## config.mk

```make
export PLATFORM = sky130hd
export DESIGN_NAME = dmem_arbiter
export DESIGN_NICKNAME = d
export VERILOG_FILES = /design/src/rtl/riscv_arb_pkg.sv /design/src/rtl/arb_burst_counter.sv /design/src/rtl/dmem_arbiter.sv
export SDC_FILE = /design/constraint.sdc
export NUM_CORES = 1
export LEC_CHECK = 0
export CELL_PAD_IN_SITES_DETAIL_PLACEMENT = 0
export CELL_PAD_IN_SITES_GLOBAL_PLACEMENT = 1
export CORE_MARGIN = 2
export CORE_UTILIZATION = 11
export DETAILED_ROUTE_END_ITERATION = 10
export GPL_TIMING_DRIVEN = 1
export PLACE_DENSITY_LB_ADDON = 0.1
export SLEW_MARGIN = 15
export SYNTH_ARGS = -nofsm -noshare
export SYNTH_HDL_FRONTEND = slang
export SYNTH_SLANG_ARGS = --single-unit
```

## constraint.sdc

```tcl
create_clock -name clk -period 1.7 [get_ports clk]
set_input_delay 0.34 -clock clk [delete_from_list [all_inputs] [get_ports clk]]
set_output_delay 0.34 -clock clk [all_outputs]
set_load 0.03 [all_outputs]
```

## src/rtl/riscv_arb_pkg.sv

```systemverilog
// Shared types for the data-memory arbiter: FSM states, requester IDs and
// the default burst limit.
package riscv_arb_pkg;

    typedef enum logic [1:0] {
        ST_IDLE  = 2'd0,
        ST_OWN_C = 2'd1,
        ST_OWN_L = 2'd2
    } arb_state_e;

    typedef enum logic {
        ID_CORE   = 1'b0,
        ID_LOADER = 1'b1
    } req_id_e;

    localparam int unsigned DEFAULT_MAX_BURST = 8;
    localparam int unsigned BURST_CNT_W       = 8;

    function automatic req_id_e other_id(input req_id_e id);
        return (id == ID_CORE) ? ID_LOADER : ID_CORE;
    endfunction

endpackage

```

## src/rtl/arb_burst_counter.sv

```systemverilog
// Locked-burst beat counter for dmem_arbiter; also remembers which requester
// is owed the next IDLE tie after a forced release.
module arb_burst_counter
    import riscv_arb_pkg::*;
#(
    parameter int unsigned MAX_BURST = DEFAULT_MAX_BURST
) (
    input  logic    clk,
    input  logic    reset,
    input  logic    locked_beat,
    input  logic    from_idle,
    input  req_id_e winner,
    input  logic    tie_resolved,
    output logic    force_release,
    output logic    favor_valid,
    output req_id_e favor_id
);

    localparam logic [BURST_CNT_W-1:0] MAX_CNT = BURST_CNT_W'(MAX_BURST);

    logic [BURST_CNT_W-1:0] count_q, count_d, count_inc;
    logic                   favor_valid_q, favor_valid_d;
    req_id_e                favor_id_q, favor_id_d;

    always_comb begin
        // A new burst starts at 1; the count saturates rather than wrapping.
        if (from_idle) begin
            count_inc = BURST_CNT_W'(1);
        end else if (count_q == '1) begin
            count_inc = count_q;
        end else begin
            count_inc = count_q + BURST_CNT_W'(1);
        end

        force_release = locked_beat && (count_inc >= MAX_CNT);
        count_d       = (locked_beat && !force_release) ? count_inc : '0;

        favor_valid_d = favor_valid_q;
        favor_id_d    = favor_id_q;
        if (tie_resolved) begin
            favor_valid_d = 1'b0;
        end
        if (force_release) begin
            favor_valid_d = 1'b1;
            favor_id_d    = other_id(winner);
        end
    end

    always_ff @(posedge clk) begin
        if (!reset) begin
            count_q       <= '0;
            favor_valid_q <= 1'b0;
            favor_id_q    <= ID_CORE;
        end else begin
            count_q       <= count_d;
            favor_valid_q <= favor_valid_d;
            favor_id_q    <= favor_id_d;
        end
    end

    assign favor_valid = favor_valid_q;
    assign favor_id    = favor_id_q;

endmodule

```

## src/rtl/dmem_arbiter.sv

```systemverilog
// Two-port (core/loader) arbiter onto a single data memory with locked bursts.
// Define ARB_ROUND_ROBIN_EN to resolve IDLE ties round-robin instead of core-first.
module dmem_arbiter
    import riscv_arb_pkg::*;
#(
    parameter int unsigned ADDR_W    = 32,
    parameter int unsigned DATA_W    = 32,
    parameter int unsigned MAX_BURST = DEFAULT_MAX_BURST
) (
    input  logic              clk,
    input  logic              reset,
    input  logic              c_req,
    input  logic              c_we,
    input  logic              c_lock,
    input  logic [ADDR_W-1:0] c_addr,
    input  logic [DATA_W-1:0] c_wdata,
    output logic              c_gnt,
    output logic              c_rvalid,
    output logic [DATA_W-1:0] c_rdata,
    input  logic              l_req,
    input  logic              l_we,
    input  logic              l_lock,
    input  logic [ADDR_W-1:0] l_addr,
    input  logic [DATA_W-1:0] l_wdata,
    output logic              l_gnt,
    output logic              l_rvalid,
    output logic [DATA_W-1:0] l_rdata,
    output logic              m_en,
    output logic              m_we,
    output logic [ADDR_W-1:0] m_addr,
    output logic [DATA_W-1:0] m_wdata,
    input  logic [DATA_W-1:0] m_rdata
);

    arb_state_e state_q, state_d;
    req_id_e    last_q, last_d;
    logic       c_rvalid_q, c_rvalid_d;
    logic       l_rvalid_q, l_rvalid_d;

    logic       gnt, tie, tie_resolved, win_lock, win_we;
    logic       force_release, favor_valid;
    req_id_e    winner, tie_winner, favor_id;

    // A pending forced release overrides the configured tie policy.
    always_comb begin
        if (favor_valid) begin
            tie_winner = favor_id;
        end else begin
`ifdef ARB_ROUND_ROBIN_EN
            tie_winner = other_id(last_q);
`else
            tie_winner = ID_CORE;
`endif
        end
    end

    always_comb begin
        tie    = c_req && l_req;
        gnt    = 1'b0;
        winner = ID_CORE;
        case (state_q)
            ST_IDLE: begin
                if (tie) begin
                    gnt    = 1'b1;
                    winner = tie_winner;
                end else if (c_req) begin
                    gnt    = 1'b1;
                    winner = ID_CORE;
                end else if (l_req) begin
                    gnt    = 1'b1;
                    winner = ID_LOADER;
                end
            end
            ST_OWN_C: begin
                gnt    = c_req;
                winner = ID_CORE;
            end
            ST_OWN_L: begin
                gnt    = l_req;
                winner = ID_LOADER;
            end
            default: begin
                gnt = 1'b0;
            end
        endcase
        if (!reset) begin
            gnt = 1'b0;
        end

        win_lock     = (winner == ID_CORE) ? c_lock : l_lock;
        win_we       = (winner == ID_CORE) ? c_we : l_we;
        tie_resolved = gnt && tie && (state_q == ST_IDLE);
    end

    // Split from the grant logic so the counter's release flag feeds forward only.
    always_comb begin
        state_d = ST_IDLE;
        if (gnt && win_lock && !force_release) begin
            state_d = (winner == ID_CORE) ? ST_OWN_C : ST_OWN_L;
        end
        last_d     = gnt ? winner : last_q;
        c_rvalid_d = gnt && (winner == ID_CORE) && !win_we;
        l_rvalid_d = gnt && (winner == ID_LOADER) && !win_we;
    end

    always_ff @(posedge clk) begin
        if (!reset) begin
            state_q    <= ST_IDLE;
            last_q     <= ID_LOADER;
            c_rvalid_q <= 1'b0;
            l_rvalid_q <= 1'b0;
        end else begin
            state_q    <= state_d;
            last_q     <= last_d;
            c_rvalid_q <= c_rvalid_d;
            l_rvalid_q <= l_rvalid_d;
        end
    end

    arb_burst_counter #(
        .MAX_BURST(MAX_BURST)
    ) u_burst_counter (
        .clk          (clk),
        .reset        (reset),
        .locked_beat  (gnt && win_lock),
        .from_idle    (state_q == ST_IDLE),
        .winner       (winner),
        .tie_resolved (tie_resolved),
        .force_release(force_release),
        .favor_valid  (favor_valid),
        .favor_id     (favor_id)
    );

    // Read data is gated during reset so a read in flight never surfaces.
    always_comb begin
        c_gnt    = gnt && (winner == ID_CORE);
        l_gnt    = gnt && (winner == ID_LOADER);
        m_en     = gnt;
        m_we     = gnt && win_we;
        m_addr   = '0;
        m_wdata  = '0;
        if (gnt) begin
            m_addr  = (winner == ID_CORE) ? c_addr : l_addr;
            m_wdata = (winner == ID_CORE) ? c_wdata : l_wdata;
        end
        c_rvalid = c_rvalid_q && reset;
        l_rvalid = l_rvalid_q && reset;
        c_rdata  = c_rvalid ? m_rdata : '0;
        l_rdata  = l_rvalid ? m_rdata : '0;
    end

endmodule

```

# Word-level counts from Yosys, hierarchy flattened
# Cells that the tools add are included.
[totals]
register_bits = 14
output_inout_bits = 134
wordCells = 53
input_bits = 168
[op_classes]
n_reduce_logical = 18
add_sub_neg = 1
muxes = 23
n_bitwise = 1
eq_ne = 3
order_cmp = 1
[ops]
columns = ["op", "n"]
rows = [
  ["32-bit two-way mux", 6],
  ["8-bit two-way mux", 2],
  ["1-bit logical AND", 13],
  ["1-bit two-way mux", 12],
  ["8-bit by 1-bit adder with 8-bit output, second input constant", 1],
  ["8-bit equality test, second input constant", 1],
  ["8-bit by 4-bit >= comparator with 1-bit output, second input constant", 1],
  ["1-bit case mux with 3 select lines", 1],
  ["2-bit by 1-bit equality test with 1-bit output, second input constant", 1],
  ["2-bit equality test, second input constant", 1],
  ["1-bit logical NOT", 2],
  ["2-bit logical NOT", 1],
  ["2-bit two-way mux", 1],
  ["1-bit case mux with 2 select lines", 1],
  ["2-bit AND reduction", 1],
  ["2-bit nonzero test", 1],
  ["1-bit inverter", 1],
]

# Logic depth before layout (Yosys ltp)
[logic_depth]
depth_word = 10
ltp_mapped = 7
mapped_depth_nobuf = 6

# Modules after synthesis
# A second synthesis with hierarchy kept.
[unflattened]
hier_cells = 396
hier_area_um2 = 3074.2
[by_module_without_submodules]
columns = ["mod", "instances", "seq_area_each_um2", "cells_per_inst", "area_per_inst_um2"]
rows = [
  ["dmem_arbiter", 1, 80.1, 351, 2640.0],
  ["arb_burst_counter", 1, 200.2, 45, 434.2],
]

# Least setup slack after synthesis
# No wires, ideal clock.
[synth_timing]
path_kind = "input -> output"
from = "in c_req"
to = "out m_addr[10]"
path_buffers = 2
slack_ns = -0.368
required_time_ns = 1.360
stages = 6
t_arrival_ns = 1.728
path_cell_list = "nor2b_2 -> a211oi_2 -> buf_2 -> buf_2 -> nand2_1 -> a21oi_1"
[synth_via]
elab_chain_len = 5
elab_cells_between_ends = 10
cone_classes = "mux: 9; reduce/logical: 1"
[synth_rtl]
columns = ["element", "line_no", "text"]
rows = [
  ["start, declared", "dmem_arbiter.sv:12", "input logic c_req,"],
  ["1-bit two-way mux or 1-bit logical AND (tied branches)", "dmem_arbiter.sv:66, dmem_arbiter.sv:58", ""],
  ["1-bit two-way mux", "dmem_arbiter.sv:63", "if (tie) begin"],
  ["1-bit case mux with 3 select lines or 1-bit case mux with 2 select lines (tied branches)", "dmem_arbiter.sv:61", "case (state_q)"],
  ["1-bit two-way mux or 32-bit two-way mux (tied branches)", "dmem_arbiter.sv:86, dmem_arbiter.sv:143", ""],
  ["32-bit two-way mux (*)", "dmem_arbiter.sv:142", "if (gnt) begin"],
  ["end, declared", "dmem_arbiter.sv:30", "output logic [ADDR_W-1:0] m_addr,"],
]
# Mark *: on every way between the ends. The rest lies on a longest branch, timed or not.

# Final worst setup path
[layout_timing]
from = "reg state_q[1]"
to = "out m_addr[6]"
[layout_via]
elab_chain_len = 4
elab_cells_between_ends = 8
cone_classes = "eq/ne: 2; mux: 5; reduce/logical: 1"
[layout_rtl]
columns = ["element", "line_no", "text"]
rows = [
  ["start, declared", "dmem_arbiter.sv:35", "arb_state_e state_q, state_d;"],
  ["start signal, assigned", "dmem_arbiter.sv:113", "state_q <= state_d;"],
  ["2-bit equality test (tied with other cells)", "dmem_arbiter.sv:61", ""],
  ["1-bit case mux with 3 select lines or 1-bit case mux with 2 select lines (tied branches)", "dmem_arbiter.sv:61", ""],
  ["1-bit two-way mux or 32-bit two-way mux (tied branches)", "dmem_arbiter.sv:86, dmem_arbiter.sv:143", ""],
  ["32-bit two-way mux (*)", "dmem_arbiter.sv:142", ""],
]
# Marks and branches as above.

==> results.py <==
metrics = {
    "outcome": {
        "status": "finished with violations",
        "violations": "setup timing",
    },
    "worst_setup_path": {
        "crit_type": "reg -> out",
        "rr_worst_depth": 6,
        "cpMaxStageDelayCell": "dfxtp_4",
        "critPathMaxStageDelay_ps": 370,
        "crit_top_cell": "buf_6",
        "timing.rr.start": "u_burst_counter.count_q[0]$_SDFF_PN0_",
        "critical_path.endpoint_type": "primary output",
        "reg2reg_slack_ps": -140,
        "crit_path_start_kind": "flop",
        "crit_fanout": 6,
        "arrival_ps": 1740,
        "crit_chain": "nor2b_4 -> a211oi_4 -> buf_6 -> buf_6 -> clkbuf_16 -> nand2_4 -> a21oi_4 -> buf_6",
        "required_ps": 1360,
        "r2r_end": "u_burst_counter.favor_valid$_SDFFE_PN0P_",
    },
    "layout": {
        "nFillCells": 1790,
        "finalNetCount": 859,
        "drive_gt1_frac": 0.508,
        "synthToLayoutAreaGrowth_pct": 259,
        "stdcell_count": 918,
        "antenna_cells": 0,
    },
    "clock_tree": {
        "cts_buffer_depth": 2,
        "htree_levels": 1,
        "clk_latency_ps": 240,
        "cts_root_buf": "clkbuf_16",
        "cts_hold_buffers": 0,
        "clkTransAtPathRegs_ps": 50,
        "cts_sinks": 14,
        "cts_tree": "yes",
        "cts_inserted_buffers": 3,
    },
    "synth": {
        "synthCells": 359,
        "syn_area_per_cell_um2": 5.56,
        "synth-edff-count": 0,
        "syn_area_mm2": 0.00200,
        "synthTopCellsByArea": "nand2_1 (25%), and3_1 (21%), a21oi_1 (16%)",
        "synthFlopType": "dfxtp_1",
        "synth.top_cell.area_share": 0.250,
        "ys_seq_elements": 14,
        "async_flop_share": 0,
        "yosys_warnings": 0,
        "yosysTopAreaCell": "nand2_1",
        "synth_cell_types": 38,
        "yosysSeqAreaShare": 0.140,
    },
    "grt": {
        "grt_pass1_wl_um": 21700,
        "gr-total-overflow": 0,
        "grt_usage": 0.137,
        "antenna_found_initial": 0,
        "grt_pass1_vias": 3862,
        "grt_max_degree": 37,
    },
    "placed_design": {
        "place_inst": 882,
        "hpwl_um": 10000,
        "port_buffers": 301,
        "gp_congestion": 0.767,
    },
    "worst_hold_path": {
        "worstHoldStart": "u_burst_counter.favor_id$_SDFFE_PN0P_",
        "min_path_type": "reg -> reg",
        "min_delay_path_depth": 2,
        "hold-path-endpoint": "u_burst_counter.favor_id$_SDFFE_PN0P_",
    },
    "timing": {
        "tns_ps": -22700,
        "hold_violations": 0,
        "max_freq_mhz": 481,
        "rsz0062_at_grt": "yes",
        "drv_slew": 0,
        "period_share": 1.22,
        "skew_ps": 2.43,
        "timing.final.ws_setup_ps": -380,
        "fin_crit_ps": 2080,
        "setup_viol": 75,
    },
    "die": {
        "dieArea_mm2": 0.0192,
        "die_w_um": 139,
        "initial_core_util": 0.112,
        "die_y_um": 139,
        "fp.coreArea_mm2": 0.0179,
        "io-pin-count": 302,
        "num_rows": 49,
    },
    "routing": {
        "drc": 0,
        "wl_per_cell_um": 15.8,
        "drt_iter0_markers": 101,
        "viasPerCell": 4.06,
        "num_vias": 3731,
        "ant_nets": 0,
        "first_pass_iters": 4,
        "drt_wl_total_um": 14500,
    },
    "power": {
        "vdd_drop_max_mv": 0.342,
        "power.leakage_nw": 3.24,
        "p_per_area_mw_per_mm2": 415,
    },
    "run": {
        "maxCapViolCount": 0,
    },
}
-- cell usage after synthesis, types with 2 or more instances --
library cell	instances
a21oi_1	65
and2_1	2
and3_1	66
and3_2	2
buf_2	7
clkbuf_1	26
dfxtp_1	14
mux2i_1	2
nand2_1	133
nor2_1	8
nor3_1	4
nor4_1	2
or3_1	2
xor2_1	2
-- area by class of cell --
type                       count  area (um2)  share of cell area
multi-input combinational    313        2640               0.368
sequential                    14         292              0.0406
timing repair buffer         357        3850               0.538
tap                          229         287              0.0400
inverter                       1        8.76             0.00122
clock buffer                   4        88.8              0.0124
-- worst max path at each step --
stage,startpoint,endpoint,slack (ps),cells after the start
finish,state_q[1]$_SDFF_PN0_,m_addr[6],-380,8
CTS,u_burst_counter.favor_valid$_SDFFE_PN0P_,m_wdata[2],-370,7
global placement,c_req,m_we,-660,7
floorplan,c_req,m_wdata[2],-150,5
global route,state_q[1]$_SDFF_PN0_,m_we,-450,7
detailed placement,c_req,m_we,-670,7
-- per-stage QoR --
step	instance area (um2)	util	total power, mW	worst slack, ps	hold WS [ps]
finish	7170	0.401	2.98	-380	526
detailed placement	5830	0.326	2.01	-671	498
global placement	5830	0.326	2.00	-661	489
floorplan	2720	-	1.22	-146	419
global route	7170	0.401	3.13	-452	549
CTS	6890	0.385	2.91	-373	522
-- registers in the layout, summed over array words and instances, names as in the netlist --
| name | flops |
|---|---|
| u_burst_counter.favor_valid | 1 |
| u_burst_counter.count_q | 8 |
| state_q | 2 |
| c_rvalid_q | 1 |
| u_burst_counter.favor_id | 1 |
| l_rvalid_q | 1 |
-- power by group --
part,leakage [nW],internal (mW),switching (mW)
sequential,0.118,0.344,0.0160
combinational,3.07,1.10,1.01
clock,0.0442,0.357,0.145
-- metal layers --
| layer | track usage | routed length [um] |
|---|---|---|
| met4 | 0.0149 | 119 |
| met5 | 0 | 0 |
| met3 | 0.0256 | 863 |
| met1 | 0.155 | 5510 |
| met2 | 0.275 | 7960 |
-- placed cells by master, fill, tap and decap left out, types with 9 or more instances in the layout --
master,synthesis,final
clkdlybuf4s50_1,0,164
buf_4,1,84
buf_6,0,74
nand2_1,133,73
and3_1,66,65
a21oi_4,0,58
nand2_2,0,40
nand2_4,0,20
buf_12,0,16
dfxtp_1,14,9
buf_16,0,9
-- kinds of logic after synthesis --
family,count (synthesis),synth area share
AND/OR/NAND/NOR,226,0.539
AO/OA/AOI/OAI,76,0.210
buffers and inverters,36,0.0789
flip-flops,14,0.140
XOR/XNOR,3,0.0132
multiplexers,2,0.0100
adder cells (fa/ha/maj),1,0.00626
other,1,0.00188
-- critical path, delay by kind of cell (launching register included) --
kind	cells	cell delay (ps)
buffers and inverters	4	600
AO/OA/AOI/OAI	2	400
flip-flops	1	370
AND/OR/NAND/NOR	2	110
-- repair_timing --
action                     CTS  global route
pin swaps                    7            18
setup buffers               16             4
resized for setup          170            42
gates cloned                 9             5
setup endpoints to repair  141           140
Note: power is estimated with default switching activity, not from simulation.
